===== src/rtl/instr_prefetch_queue.sv =====
`timescale 1ns/1ps
// ---------------------------------------------------------------------------
// instr_prefetch_queue
//
// Instruction prefetch buffer between instruction memory and the IF stage.
// Issues sequential fetch requests over a req/ack handshake (one request
// outstanding at most), buffers returned words with their PCs in a circular
// FIFO, and hands them to IF over valid/ready. A taken branch (redirect_i)
// flushes the FIFO and restarts fetching at redirect_pc_i.
//
// Ports:
//   clk_i, rst_i         clock, asynchronous active-low reset
//   start_i              fetch enable; gates new requests only
//   redirect_i           flush and restart at redirect_pc_i
//   redirect_pc_i        restart address
//   mem_req_o/addr_o     fetch request and its (registered, stable) address
//   mem_ack_i/rdata_i    memory response
//   instr_valid_o        head entry valid
//   instr_o / pc_o       head instruction and its PC
//   instr_ready_i        IF consumes the head
//   count_o              FIFO occupancy
//
// Optional build macro: PREFETCH_BYPASS_EN
//   When defined, a word arriving while the FIFO is empty is presented to IF
//   in the same cycle; if IF takes it, it is never written into the FIFO.
//
// State | meaning
// IDLE  | no request outstanding
// REQ   | request outstanding, response will be pushed
// DRAIN | request outstanding after a redirect, response will be dropped
// ---------------------------------------------------------------------------
module instr_prefetch_queue #(
  parameter int unsigned DEPTH     = 4,
  parameter int unsigned INSTR_LEN = 4,
  parameter logic [31:0] RESET_PC  = 32'h0
) (
  input  logic                     clk_i,
  input  logic                     rst_i,
  input  logic                     start_i,
  input  logic                     redirect_i,
  input  logic [31:0]              redirect_pc_i,
  output logic                     mem_req_o,
  output logic [31:0]              mem_addr_o,
  input  logic                     mem_ack_i,
  input  logic [31:0]              mem_rdata_i,
  output logic                     instr_valid_o,
  output logic [31:0]              instr_o,
  output logic [31:0]              pc_o,
  input  logic                     instr_ready_i,
  output logic [$clog2(DEPTH):0]   count_o
);

  localparam int          AW     = $clog2(DEPTH);
  localparam int          CW     = AW + 1;
  localparam logic [31:0] PC_INC = 32'(INSTR_LEN);

  typedef enum logic [1:0] {
    IDLE  = 2'd0,
    REQ   = 2'd1,
    DRAIN = 2'd2
  } state_e;

  state_e         state_q, state_d;
  logic [31:0]    fetch_pc_q, fetch_pc_d;
  logic [31:0]    addr_q, addr_d;
  logic [CW-1:0]  count_q, count_d;
  logic [AW-1:0]  wr_ptr_q, wr_ptr_d;
  logic [AW-1:0]  rd_ptr_q, rd_ptr_d;
  logic [31:0]    pc_mem_q    [DEPTH];
  logic [31:0]    instr_mem_q [DEPTH];

  logic           fifo_valid;
  logic           ack_ok;
  logic           push;
  logic           pop;
  logic [CW-1:0]  cnt_after;
  logic           space_ok;

  assign fifo_valid = (count_q != '0);
  assign ack_ok     = (state_q == REQ) && mem_ack_i;
  assign pop        = fifo_valid && instr_ready_i;

`ifdef PREFETCH_BYPASS_EN
  logic bypass;
  logic bypass_take;

  // Word arriving into an empty FIFO is forwarded straight to IF.
  assign bypass        = ack_ok && !redirect_i && !fifo_valid;
  assign bypass_take   = bypass && instr_ready_i;
  assign push          = ack_ok && !redirect_i && !bypass_take;
  assign instr_valid_o = fifo_valid || bypass;
  assign instr_o       = bypass ? mem_rdata_i : instr_mem_q[rd_ptr_q];
  assign pc_o          = bypass ? addr_q      : pc_mem_q[rd_ptr_q];
`else
  assign push          = ack_ok && !redirect_i;
  assign instr_valid_o = fifo_valid;
  assign instr_o       = instr_mem_q[rd_ptr_q];
  assign pc_o          = pc_mem_q[rd_ptr_q];
`endif

  // Occupancy after this cycle's push/pop; a new request is allowed only if
  // this leaves room, so the eventual response can always be stored.
  assign cnt_after = count_q + CW'(push) - CW'(pop);
  assign space_ok  = (cnt_after < CW'(DEPTH));

  assign mem_req_o  = (state_q == REQ) || (state_q == DRAIN);
  assign mem_addr_o = addr_q;
  assign count_o    = count_q;

  // -------------------------------------------------------------------------
  // Fetch FSM
  // -------------------------------------------------------------------------
  always_comb begin
    state_d    = state_q;
    fetch_pc_d = fetch_pc_q;
    addr_d     = addr_q;

    unique case (state_q)
      IDLE: begin
        if (redirect_i) begin
          // FIFO is flushed this cycle, so there is always room to restart
          // immediately at the target.
          fetch_pc_d = redirect_pc_i;
          if (start_i) begin
            state_d = REQ;
            addr_d  = redirect_pc_i;
          end
        end else if (start_i && space_ok) begin
          state_d = REQ;
          addr_d  = fetch_pc_q;
        end
      end

      REQ: begin
        if (mem_ack_i) begin
          if (redirect_i) begin
            fetch_pc_d = redirect_pc_i;
            state_d    = IDLE;
          end else begin
            fetch_pc_d = fetch_pc_q + PC_INC;
            if (start_i && space_ok) begin
              addr_d = fetch_pc_q + PC_INC;
            end else begin
              state_d = IDLE;
            end
          end
        end else if (redirect_i) begin
          // Request cannot be withdrawn; wait for its response and drop it.
          fetch_pc_d = redirect_pc_i;
          state_d    = DRAIN;
        end
      end

      DRAIN: begin
        if (redirect_i) begin
          fetch_pc_d = redirect_pc_i;
        end
        if (mem_ack_i) begin
          state_d = IDLE;
        end
      end

      default: begin
        state_d = IDLE;
      end
    endcase
  end

  always_ff @(posedge clk_i or negedge rst_i) begin
    if (!rst_i) begin
      state_q    <= IDLE;
      fetch_pc_q <= RESET_PC;
      addr_q     <= RESET_PC;
    end else begin
      state_q    <= state_d;
      fetch_pc_q <= fetch_pc_d;
      addr_q     <= addr_d;
    end
  end

  // -------------------------------------------------------------------------
  // FIFO pointers and occupancy; redirect overrides any push/pop
  // -------------------------------------------------------------------------
  always_comb begin
    count_d  = cnt_after;
    wr_ptr_d = wr_ptr_q + AW'(push);
    rd_ptr_d = rd_ptr_q + AW'(pop);
    if (redirect_i) begin
      count_d  = '0;
      wr_ptr_d = '0;
      rd_ptr_d = '0;
    end
  end

  always_ff @(posedge clk_i or negedge rst_i) begin
    if (!rst_i) begin
      count_q  <= '0;
      wr_ptr_q <= '0;
      rd_ptr_q <= '0;
    end else begin
      count_q  <= count_d;
      wr_ptr_q <= wr_ptr_d;
      rd_ptr_q <= rd_ptr_d;
    end
  end

  // Storage is reset so the head outputs read zero out of reset.
  always_ff @(posedge clk_i or negedge rst_i) begin
    if (!rst_i) begin
      for (int i = 0; i < int'(DEPTH); i++) begin
        pc_mem_q[i]    <= '0;
        instr_mem_q[i] <= '0;
      end
    end else if (push) begin
      pc_mem_q[wr_ptr_q]    <= fetch_pc_q;
      instr_mem_q[wr_ptr_q] <= mem_rdata_i;
    end
  end

`ifndef SYNTHESIS
  a_no_overflow : assert property (@(posedge clk_i) disable iff (!rst_i)
    push |-> (count_q < CW'(DEPTH)));

  a_req_stable : assert property (@(posedge clk_i) disable iff (!rst_i)
    (mem_req_o && !mem_ack_i) |=> (mem_req_o && $stable(mem_addr_o)));
`endif

endmodule


===== config.mk =====
export PLATFORM = sky130hd
export DESIGN_NAME = instr_prefetch_queue
export DESIGN_NICKNAME = d
export VERILOG_FILES = /design/src/rtl/instr_prefetch_queue.sv
export SDC_FILE = /design/constraint.sdc
export NUM_CORES = 1
export LEC_CHECK = 0
export ABC_AREA = 1
export BUFFER_PORTS_ARGS = -buffer_cell sky130_fd_sc_hd__buf_2
export CAP_MARGIN = 20
export CELL_PAD_IN_SITES_DETAIL_PLACEMENT = 1
export CELL_PAD_IN_SITES_GLOBAL_PLACEMENT = 1
export CORE_ASPECT_RATIO = 1.2
export CORE_MARGIN = 2
export CORE_UTILIZATION = 39
export CTS_CLUSTER_DIAMETER = 150
export DETAILED_ROUTE_END_ITERATION = 8
export HOLD_SLACK_MARGIN = 0.12
export PLACE_DENSITY = 0.77
export SYNTH_ARGS = -nofsm -noshare
export SYNTH_HDL_FRONTEND = slang
export SYNTH_SLANG_ARGS = --single-unit

===== constraint.sdc =====
create_clock -name clk_i -period 2.7 [get_ports clk_i]
set_clock_uncertainty 0.05 [all_clocks]
set_input_delay 0.27 -clock clk_i [delete_from_list [all_inputs] [get_ports clk_i]]
set_output_delay 0.27 -clock clk_i [all_outputs]
set_load 0.005 [all_outputs]

# Yosys cells after proc, flatten, opt, wreduce, memory -nomap -nowiden
# Index checks and enable logic that the tools add are counted.
[classes]
addsub = 5
n_lt_le_gt_ge = 4
n_eq_ne = 10
muxes = 33
bitwise_logic = 2
n_reduce_logical = 14
[op_table]
columns = ["op", "n"]
rows = [
  ["$mux W32", 14],
  ["$bwmux W128", 2],
  ["$bmux W32 S2", 2],
  ["$pmux W32 S2", 2],
  ["$demux W32 S2", 1],
  ["$add A32 B3 Y32 const B", 1],
  ["$mux W2", 10],
  ["$ne A3 B3 Y1 const B", 4],
  ["$ge A3 B3 Y1 const B", 2],
  ["$ne A2 B2 Y1 const B", 3],
  ["$not A2 Y3", 2],
  ["$pmux W2 S3", 1],
  ["$reduce_and A6 Y1", 1],
  ["$logic_and A1 B1 Y1", 5],
  ["$reduce_and A5 Y1", 1],
  ["$add A2 B1 Y2", 2],
  ["$reduce_bool A2 Y1", 2],
  ["$add A3 B1 Y3", 1],
  ["$lt A3 B1 Y1 const B", 1],
  ["$lt A3 B3 Y1 const B", 1],
  ["$mux W3", 1],
  ["$reduce_bool A3 Y1", 1],
  ["$sub A3 B1 Y3", 1],
  ["$eq A2 B1 Y1 const B", 1],
  ["other kinds (6)", 6],
]
[word_totals]
regBits = 329
inputBits = 70
elab_cells = 82

# Longest topological paths before layout
[depth]
word_depth = 11
ltp_mapped = 23
depth_no_buf = 21

# Worst setup path before layout
# OpenSTA, ideal clock, no wires.
[synth_timing]
kind = "register -> register"
from = "register state_q[1]"
to = "register addr_q[16] (netlist: mem_addr_o[16])"
setup_ps = 116
arrival_ps = 2695
t_required_ps = 2534
path_slack_ps = -162
stages_incl_launch_ff = 23
path_buffers = 2
synth_period_minus_slack_ps = 2862
cell_sequence = "dfrtp_1 -> inv_1 -> ha_1 -> nand2_2 -> nor2_8 -> inv_1 -> ha_1 -> inv_1 -> ha_1 -> inv_1 -> fa_1 -> inv_1 -> nand2_1 -> nand3b_1 -> nand3_1 -> nand2_1 -> nand2_1 -> nand2_4 -> inv_2 -> buf_6 -> buf_6 -> nand2_1 -> nand2_1"
[synth_via]
elab_chain_cells = 9
[synth_lines]
columns = ["item", "line", "rtl"]
rows = [
  ["from (decl)", "63", "state_e state_q, state_d;"],
  ["from (signal assigned)", "175", "state_q <= state_d;"],
  ["$eq A2 B1 Y1", "80, 118", ""],
  ["$logic_and A1 B1 Y1", "80", "assign ack_ok = (state_q == REQ) && mem_ack_i;"],
  ["$logic_and A1 B1 Y1", "95", "assign push = ack_ok && !redirect_i;"],
  ["$add A3 B1 Y3", "103", "assign cnt_after = count_q + CW'(push) - CW'(pop);"],
  ["$sub A3 B1 Y3", "103", ""],
  ["$lt A3 B3 Y1", "104", "assign space_ok = (cnt_after < CW'(DEPTH));"],
  ["$logic_and A1 B1 Y1", "128, 141", ""],
  ["$ne A3 B3 Y1 (no source line) / $ne A2 B1 Y1 (equally long branches)", "-", ""],
  ["$reduce_and A6 Y1 (no source line)", "-", ""],
  ["to (signal assigned)", "177", "addr_q <= addr_d;"],
  ["to (decl)", "65", "logic [31:0] addr_q, addr_d;"],
]
# Parallel ways exist; a longest one is shown, timed or not.
# A chain may end at the register's enable or synchronous reset.

# Worst setup path in the final report
[layout_timing]
from = "register state_q[1]"
to = "register addr_q[25] (netlist: mem_addr_o[25])"
# Same word-level chain as after synthesis.

==> reports/summary.md <==
Row generation in the floorplan step produced 80 rows. The number of antenna diodes in the final layout is 0. The logs give 0.576 for the headroom to the max-slew limit and 3.06 ns for the required time reported for the critical path endpoint.

Hold timing on the final database bottoms out at a slack of 0.137 ns. The core region is 0.0399 mm^2. Across the whole layout, storage elements account for 0.00824 mm^2. The utilization after layout was 0.488. The share of the cycle needed by the critical path after routing was 1.04. Input and output buffers added on the ports amount to 170.

For the sequential group share of total power, the log shows 0.338. The min-delay analysis places its worst path in the category primary input to register. The clock transition at the register clock pins on the worst setup and hold paths after CTS works out to 0.06 ns. Summing all non-filler instances in the final layout gives an area of 0.0195 mm^2. The multiplexer fraction of the synthesized cell area came out at 0.000712. The first-pass GRT wire length is 81,700 um, and the initial cell density of the core is 0.396. The run gives 9.63 nW as the leakage power summed over all cells. Entering global routing, the biggest net connects 130 pins. The post-detailed-routing wire length was 50,600 um. For this run the aggregate overflow at the end of global routing stands at 0. The number of global-route vias before repair is 15,618.

Overall power consumption after layout is estimated at 21.2 mW. The post-synthesis compound-gate area fraction was 0.178. In this run the cell area of the synthesized design comes to 0.0158 mm^2.

For this run, design rule violations remaining after detail routing come to 0. The run gives 0 as the initial antenna violation count. Synthesis produced 2,042 cells.

STA classifies the critical path endpoint as a register. TritonCTS built the clock tree. The areal power density over the cells is 1090 mW/mm^2. The share of synthesized cell area in full adder, half adder and majority cells was 0.00838; the number of max-slew violations in the final report was 0. The total routing usage reported by global routing was 0.240.

The tools report the number of clock sinks as 329. Across the run, the number of max-cap violations was 0. Synthesis produced a netlist with a net count of 2,122.

Setup violations remaining at the end of the flow were counted as 31. Using the TritonRoute via totals, the vias-per-cell ratio works out to 5.28. The worst setup path is of the register to register kind. Setup repair after global routing could not meet its margin everywhere. In this run the mean area of a mapped cell was 7.75 um^2.

The total number of nets in the final design is 2,313. Relative to the synthesized area, the layout overhead comes to 23.1%. For the total internal power, the log shows 12.6 mW. Once detail routing completed, the nets flagged for antenna violations numbered 0. Clock tree synthesis inserted a total of 38 buffers. The average routed wire per standard cell came out at 18.1 um. For this run, the number of Yosys warnings is 0. Clock latency on the worst-skew pair, taken at its later pin, is 0.55 ns. The tools report the worst supply voltage drop on vdd as 526 uV. The slack of the critical path came out at -0.0957 ns. The checks that failed: negative setup slack.

The proportion of layout cells with a drive suffix above 1 came out at 0.153. At the pin with the least slew margin, the transition time is 0.635 ns. Synthesis inferred 329 register bits.

The vertical die dimension came out at 225 um. The worst setup path is launched from a register. The portion of the post-synthesis area used by sequential elements came out at 0.520.

Post-synthesis simple-gate area fraction: 0.224. Xor/xnor cell area share of the yosys netlist: 0.00720. The main combinational cell family by area after synthesis is simple AND/OR/NAND/NOR gates. The final estimated routing congestion in global placement is 0.842. The switching part of the total power was 0.404; the part of the power in combinational logic was 0.420.

The number of DRC markers after the initial detailed-route iteration is 808. The clock passes through at most 3 buffers. At the worst endpoint, the arrival time is 3.16 ns. From left edge to right edge, the die measures 188 um. Derived from the worst setup path, the maximum achievable clock frequency is 358 MHz. The H-tree generated during clock tree synthesis spans 2 levels.

Via total after detailed routing: 14,738. In the final layout, the multi-input gates occupy 0.00682 mm^2. For the net switching power, the log shows 8.57 mW. For the final hold violation count, the log shows 0. The smallest clock period supported by the final layout is computed as 2.80 ns. The total negative setup slack was -1.76 ns. The cell sitting at the root of the clock tree is a clkbuf_16.

In this run the count of I/O pins placed on the die edge is 171. The wire-length estimate of the detail-placed layout is 31,400 um. The filler cells instantiated in the layout total 4,904. The run finished, with violations left. Count of unique library cells instantiated by Yosys: 31. The first detailed-routing pass ran for 5 iterations. The die covers 0.0422 mm^2. The largest driver fanout on the critical path was 6; the placed standard-cell area was 0.0174 mm^2. The tools report the part of the total power dissipated in the clock network as 0.242.
[cell usage after synthesis (all sizes together)]
cell type  number  share of area
o21a            1        0.00047
mux2            1        0.00071
clkinv          1        0.00024
ha              9         0.0071
o22ai          64          0.025
fa              1         0.0013
nand4           1        0.00040
dfrtp         329           0.52
inv           110          0.026
nand3          63          0.021
nor2          214          0.053
a21boi          2        0.00095
buf            50          0.016
xor2           12         0.0066
clkbuf         82          0.019
a21oi          34          0.011
a31oi           1        0.00040
xnor2           1        0.00055
o211ai          4         0.0019
nand2         623           0.15
nand3b          2        0.00095
o21ai         437           0.14
[placed cells by master, fill, tap and decap left out, types with 38 or more instances in the layout]
cell type and n:
inv_1 98, o21ai_0 426, buf_2 169, nand3_1 48, nor2_1 208, nand2_1 597, dfrtp_1 327, dlygate4sd3_1 61
clkbuf_16 38, o22ai_1 64
[cell families (layout without fill, tap and decap cells)]
group	count (synthesis)	in the layout
and+or+nand+nor	903	903
DFF	329	329
muxes	1	1
AOI/OAI and AO/OA	543	543
xor gates and xnor gates	13	13
buffers and inverters	243	458
adders and majority gates	10	10
[path summary, 6_finish.rpt]
path / startpoint / to / slack (ns) / cells after the start
worst max-delay path: state_q[1]$_DFFE_PN0P_ / mem_addr_o[25]$_DFFE_PN0P_ / -0.1 / 21
worst min-delay path: start_i / state_q[1]$_DFFE_PN0P_ / 0.14 / 4
worst max register to register: state_q[1]$_DFFE_PN0P_ / mem_addr_o[25]$_DFFE_PN0P_ / -0.1 / 21
worst min register to register: pc_mem_q[40]$_DFFE_PN0P_ / pc_mem_q[40]$_DFFE_PN0P_ / 0.43 / 2
max in group asynchronous: rst_i / mem_addr_o[29]$_DFFE_PN0P_ / 1.52 / 3
min in group asynchronous: rst_i / instr_mem_q[25]$_DFFE_PN0P_ / 0.24 / 2
[routing by layer]
metal	routed length [um]	share of wire	vias up	global-route usage
met5	0	0	-	0
met4	1320	0.026	0	0.0780
met3	1720	0.034	75	0.0278
met2	25200	0.50	297	0.427
met1	22400	0.44	7344	0.304
li1	-	-	7022	-
[layout make-up]
type                            instances  share of cell area
Clock buffer                           54              0.0555
Clock inverter                         10             0.00720
Inverter                              111              0.0220
Multi-Input combinational cell       1470               0.350
Sequential cell                       329               0.423
Tap cell                              533              0.0342
Timing Repair Buffer                  283               0.108
[worst max-delay path, cell delays in order (launching register included)]
cell and delay [ns]:
dfrtp_1 0.39, inv_2 0.08, ha_4 0.14, nand2_4 0.06
nor2_8 0.08, inv_2 0.05, ha_4 0.22, inv_4 0.06
ha_4 0.11, inv_2 0.03, fa_2 0.37, inv_2 0.06
nand2_2 0.06, nand3b_1 0.12, nand3_2 0.10, nand2_2 0.11
nand2_2 0.08, nand2_4 0.14, inv_8 0.07, buf_12 0.14
nand3_2 0.06, nand2_1 0.06
[state kept, by name, indices dropped and copies added, names as in the netlist]
register and cells:
mem_addr_o 32, wr_ptr_q 2, fetch_pc_q 32, pc_mem_q 128
state_q 2, instr_mem_q 128, count_o 3, rd_ptr_q 2
[power groups by stage]
stage	clock (mW)	sequential [mW]	combinational [mW]
global route	5.43	7.34	10.0
CTS	5.25	7.16	8.73
global placement	0	7.16	8.00
floorplan	0	7.01	5.01
finish	5.14	7.17	8.90
detailed placement	0	7.22	8.29
[metrics by stage]
| step | setup WS (ns) | std cells |
|---|---|---|
| floorplan | 0.0000662 | 2042 |
| global placement | 0.0505 | 2654 |
| detailed placement | -0.107 | 2654 |
| CTS | -0.00304 | 2787 |
| global route | -0.187 | 2790 |
| finish | -0.0957 | 2790 |
[what timing repair did]
| item | CTS | global route |
|---|---|---|
| buffers inserted | 7 | 3 |
| resized for setup | 15 | 30 |
| hold endpoints to repair | 434 | 0 |
| pin swaps | 8 | 13 |
| setup endpoints to repair | 30 | 34 |
| cloned | 2 | 0 |
| hold buffers | 61 | 0 |
(Power assumes the default switching activity.)
